File: src/rtl/moddiv_pkg.sv
// Shared definitions for the modular-division operand load front end:
// controller state encoding and operand geometry constants.
package moddiv_pkg;

  localparam int OP_W      = 256;
  localparam int WORD_W    = 16;
  localparam int NWORDS    = 16;
  localparam int SHCNT_MAX = 255;

  typedef enum logic [1:0] {
    IDLE  = 2'd0,
    LOAD  = 2'd1,
    STRIP = 2'd2,
    DONE  = 2'd3
  } state_t;

endpackage

File: src/rtl/moddiv_opload_ctrl.sv
// Operand load controller for the 256-bit shift register of the modular
// divider. Streams 16 words into the register (LSW first) and optionally
// strips trailing zeros with 1-bit right shifts, reporting how many shifts
// were made and whether the operand turned out to be zero.
module moddiv_opload_ctrl #(
  parameter int WORD_W = 16,
  parameter int NWORDS = 16,
  parameter int CNT_W  = 8
) (
  input  logic              clk,
  input  logic              rst,
  input  logic              start,
  input  logic              strip_en,
  input  logic              in_valid,
  output logic              in_ready,
  input  logic [WORD_W-1:0] in_data,
  input  logic              reg_lsb,
  output logic [WORD_W-1:0] regin,
  output logic              we,
  output logic              sel_rs,
  output logic              busy,
  output logic              done,
  output logic [CNT_W-1:0]  shift_cnt,
  output logic              zero_flag
);

  import moddiv_pkg::*;

  localparam int WCNT_W = $clog2(NWORDS);
  localparam logic [WCNT_W-1:0] LAST_WORD = WCNT_W'(NWORDS - 1);
  localparam logic [CNT_W-1:0]  CNT_LAST  = CNT_W'(SHCNT_MAX);

  state_t              r_state;
  logic [WCNT_W-1:0]   r_wordCnt;
  logic [CNT_W-1:0]    r_shiftCnt;
  logic                r_zeroFlag;
  logic                r_stripQ;
  logic                r_done;
  logic                r_busy;
  logic                r_inReady;
  logic                r_selRs;

  logic                w_accept;
  logic                w_shiftMore;
  logic                w_we;

  // A word is taken whenever the stream offers one while we are loading;
  // a strip shift happens while the LSB is still zero and the cap is not hit.
  always_comb begin
    w_accept    = 1'b0;
    w_shiftMore = 1'b0;
    w_we        = 1'b0;
    if (r_state == LOAD) begin
      w_accept = in_valid;
      w_we     = in_valid;
    end else if (r_state == STRIP) begin
      w_shiftMore = !reg_lsb && (r_shiftCnt != CNT_LAST);
      w_we        = w_shiftMore;
    end
  end

  // Controller FSM with its counters and registered status outputs.
  always_ff @(posedge clk) begin
    if (rst) begin
      r_state    <= IDLE;
      r_wordCnt  <= '0;
      r_shiftCnt <= '0;
      r_zeroFlag <= 1'b0;
      r_stripQ   <= 1'b0;
      r_done     <= 1'b0;
      r_busy     <= 1'b0;
      r_inReady  <= 1'b0;
      r_selRs    <= 1'b0;
    end else begin
      r_done <= 1'b0;
      unique case (r_state)
        IDLE: begin
          if (start) begin
            r_stripQ   <= strip_en;
            r_shiftCnt <= '0;
            r_zeroFlag <= 1'b0;
            r_wordCnt  <= '0;
            r_state    <= LOAD;
            r_busy     <= 1'b1;
            r_inReady  <= 1'b1;
            r_selRs    <= 1'b0;
          end
        end
        LOAD: begin
          if (w_accept) begin
            r_wordCnt <= r_wordCnt + 1'b1;
            if (r_wordCnt == LAST_WORD) begin
              r_inReady <= 1'b0;
              if (r_stripQ) begin
                r_state <= STRIP;
                r_selRs <= 1'b1;
              end else begin
                r_state <= DONE;
                r_busy  <= 1'b0;
                r_done  <= 1'b1;
              end
            end
          end
        end
        STRIP: begin
          if (w_shiftMore) begin
            r_shiftCnt <= r_shiftCnt + 1'b1;
          end else begin
            // After the full shift budget, a zero LSB means nothing was ever set.
            if (!reg_lsb) begin
              r_zeroFlag <= 1'b1;
            end
            r_state <= DONE;
            r_busy  <= 1'b0;
            r_selRs <= 1'b0;
            r_done  <= 1'b1;
          end
        end
        DONE: begin
          r_state <= IDLE;
        end
        default: begin
          r_state <= IDLE;
        end
      endcase
    end
  end

  assign in_ready  = r_inReady;
  assign regin     = in_data;
  assign we        = w_we;
  assign sel_rs    = r_selRs;
  assign busy      = r_busy;
  assign done      = r_done;
  assign shift_cnt = r_shiftCnt;
  assign zero_flag = r_zeroFlag;

endmodule

File: config.mk
export PLATFORM = sky130hd
export DESIGN_NAME = moddiv_opload_ctrl
export DESIGN_NICKNAME = d
export VERILOG_FILES = /design/src/rtl/moddiv_pkg.sv /design/src/rtl/moddiv_opload_ctrl.sv
export SDC_FILE = /design/constraint.sdc
export NUM_CORES = 1
export LEC_CHECK = 0
export ABC_AREA = 1
export CAP_MARGIN = 10
export CORE_MARGIN = 1.5
export CORE_UTILIZATION = 39
export CTS_CLUSTER_DIAMETER = 60
export CTS_CLUSTER_SIZE = 12
export DETAILED_ROUTE_END_ITERATION = 8
export HOLD_SLACK_MARGIN = 0.03
export PLACE_DENSITY = 0.76
export SYNTH_ARGS = -nofsm -noshare
export SYNTH_HDL_FRONTEND = slang
export SYNTH_SLANG_ARGS = --single-unit
File: constraint.sdc
create_clock -name clk -period 1.65 [get_ports clk]
set_clock_uncertainty 0.15 [all_clocks]
set_input_delay 0.165 -clock clk [delete_from_list [all_inputs] [get_ports clk]]
set_output_delay 0.165 -clock clk [all_outputs]
set_load 0.02 [all_outputs]
==> impl_metrics.tcl <==
set metrics [dict create \
    status "finished, violations left" \
    violations "setup timing" \
    wirelength_um 3670 \
    grt.total_usage_pct 18.5 \
    critPathLaunch "r_state[1]" \
    hold_class "primary input to primary output" \
    p_switching_uw 1050 \
    route.detailed.drc 0 \
    clock-sinks 20 \
    core_area_sq_um 3080 \
    yosys_warnings 0 \
    hold_path_depth 0 \
    ys_ff_latch 20 \
    die-area_sq_um 3640 \
    first_pass_iters 4 \
    drive_above_1_share_pct 40.6 \
    initial_core_util_pct 41.7 \
    final-setup-viol-count 9 \
    place_ws_ns -0.274 \
    setup_tns_ns -0.228 \
    synth.top_cell.area_share_pct 31.2 \
    fill_cells 247 \
    cts_buffers 3 \
    cp_slowest_cell "dfxtp_4" \
    antenna_found_initial 0 \
    multi_input_area_sq_um 832 \
    grt_max_degree 11 \
    worstMarginPinSlew_ns 0.228 \
    clk_pin_slew_ns 0.12 \
    cp-start-kind "register" \
    fin_ws_ns -0.0486 \
    p_comb_share_pct 64.7 \
    ys.flop_type "dfxtp_1" \
    synthCells 187 \
    fin_crit_ns 1.70 \
    postCtsHoldBufs 0 \
    synth-edff-count 0 \
    rows 20 \
    clockBufferDepth 2 \
    slew_viol_final 0 \
    p_sw_share_pct 42.8 \
    gp_congestion 0.823 \
    path_cells "inv_4, ha_4, buf_4, buf_6, nor2_2, nand4_1, inv_2, nand2_1, a21oi_1" \
    regArea_sq_um 410 \
    power.density_nw_per_um2 1260 \
    routedWlPerCell_um 13.2 \
    fmax_ghz 0.589 \
    crit_fanout 7 \
    seqPwrFrac_pct 25.3 \
    nets 264 \
    grt_pass1_vias 1253 \
    cts_htree_levels 1 \
    criticalPathCategory "register to register" \
    vias_per_cell 5.09 \
    dp_hpwl_um 2240 \
    rsz0062_at_grt "true" \
    worst-r2r-cell-count 9 \
    syn_nets 215 \
    syn_area_sq_um 1280 \
    finalCritPeriodShare_pct 103 \
    die_h_um 60.3 \
    worst_r2r_endpoint "shift_cnt[2]" \
    clockRootBuffer "clkbuf_4" \
    asyncSetResetFlopFracSynth_pct 0 \
    irDropWorstVdd_uv 1080 \
    arrival_ns 1.79 \
    maxSlewHeadroom_pct 84.8 \
    hold_viol_final 0 \
    totalPowerFinal_uw 2450 \
    grt_pass1_wl_um 5130 \
    io_buffer_count 19 \
    rr_startpoint "r_state[1]" \
    num_vias 1415 \
    pwr-share-clk_pct 10.0 \
    end_kind "register" \
    holdCritStartpoint "in_data[15]" \
    synthToLayoutAreaGrowth_pct 52.2 \
    die_w_um 60.3 \
    crit_required_ns 1.74 \
    internal_power_uw 1400 \
    cts_tree "done" \
    num_io_pins 52 \
    overflow 0 \
    syn_area_per_cell_sq_um 6.86 \
    synthTopCellsByArea "dfxtp_1 31%, nand2_1 12%, buf_4 9.4%, a21oi_1 7.8%, inv_1 6.7%" \
    synth.distinct_cells 25 \
    synth_top_area_cell "dfxtp_1" \
    drv_cap 0 \
    diodes 0 \
    drt-initial-drc-count 44 \
    clock_latency_ns 0.30 \
    hold_path_end "regin[15]" \
    antenna_left 0 \
    slowest_delay_ns 0.40 \
    placedCellCount 262 \
    p_leak_uw 0.000874 \
    ys_seq_area_share_pct 31.2 \
    fin_cells 278 \
    rrSetupSlack_ns -0.05 \
]
## layer usage
layer	wire (um)	global-route usage, %
met1	1540	22.9
met4	91	8.89
met5	0	0
met2	1880	31.7
met3	160	2.56
## through the flow
step,area [sq um],util (%),hold slack (ns)
floorplan,1290,-,0.0767
global placement,1630,52.9,0.180
detailed placement,1630,52.9,0.180
CTS,1740,56.5,0.180
global route,1950,63.4,0.180
finish,1950,63.4,0.180
## registers in the layout, indices dropped and copies added, names as in the netlist
name       flops
busy           1
done           1
in_ready       1
r_state        2
r_stripQ       1
r_wordCnt      4
sel_rs         1
shift_cnt      8
zero_flag      1
## power by group through the flow
stage | Combinational, uW | Sequential (uW) | Clock (uW)
after floorplan | 618 | 644 | 0
after detailed placement | 1080 | 600 | 0
final | 1590 | 620 | 244
after global placement | 1060 | 596 | 0
after global routing | 1690 | 628 | 266
after CTS | 1250 | 596 | 247
## critical path, delay by kind of cell, from the launching register on
kind	cells	cell delay, ns
buffers and inverters	4	0.43
flip-flops	1	0.40
AND/OR/NAND/NOR	3	0.37
adder cells (fa/ha/maj)	1	0.16
AO/OA/AOI/OAI	1	0.12
## kinds of logic after synthesis
| kind of cell | count (synthesis) | synth area share [%] |
|---|---|---|
| AO/OA/AOI/OAI | 34 | 14.5 |
| AND/OR/NAND/NOR | 83 | 30.3 |
| adder cells (fa/ha/maj) | 6 | 5.85 |
| XOR/XNOR | 1 | 0.683 |
| flip-flops | 20 | 31.2 |
| buffers and inverters | 43 | 17.4 |
## timing repair
action / in CTS / in global routing
endpoints found under the setup margin: 27 / 20
resized for setup: 37 / 38
setup buffers: 3 / 10
pin swaps: 9 / 28
## layout make-up
| type | count | share of cell area (%) |
|---|---|---|
| tap | 44 | 2.82 |
| inverter | 25 | 5.19 |
| multi-input combinational | 124 | 42.6 |
| sequential | 20 | 21.0 |
| timing repair buffer | 62 | 27.2 |
| clock buffer | 3 | 1.15 |
## layout by cell type (no fill, tap or decap), drive strengths merged
| cell | netlist | final |
|---|---|---|
| nand3 | 13 | 13 |
| nand4 | 6 | 6 |
| inv | 24 | 25 |
| nor3 | 1 | 1 |
| dlygate4sd2 | 0 | 8 |
| nand2 | 47 | 47 |
| o21ai | 12 | 12 |
| ha | 6 | 6 |
| buf | 17 | 44 |
| dfxtp | 20 | 20 |
| and3 | 1 | 1 |
| nand3b | 1 | 1 |
| xor2 | 1 | 1 |
| nor2 | 14 | 14 |
| a211oi | 1 | 1 |
| clkbuf | 1 | 3 |
| o211ai | 1 | 1 |
| clkdlybuf4s50 | 0 | 10 |
| a21oi | 20 | 20 |
## worst max path at each step
| stage | to | slack [ns] |
|---|---|---|
| 2_1_floorplan | shift_cnt[0] | -0.004 |
| 3_3_place_gp | we | -0.26 |
| 3_5_place_dp | we | -0.27 |
| 4_1_cts | we | -0.08 |
| 5_1_grt | we | -0.11 |
| 6_report | shift_cnt[2] | -0.05 |
## cell usage after synthesis (2+ instances only)
cell     number
o21ai_0      10
nand2_1      42
ha_1          6
nand2_4       2
inv_1        23
nand2_2       3
dfxtp_1      20
nor2_2        2
nor2_1       12
buf_4        16
nand3_1      13
nand4_1       6
a21oi_1      20
(Power assumes the default switching activity.)
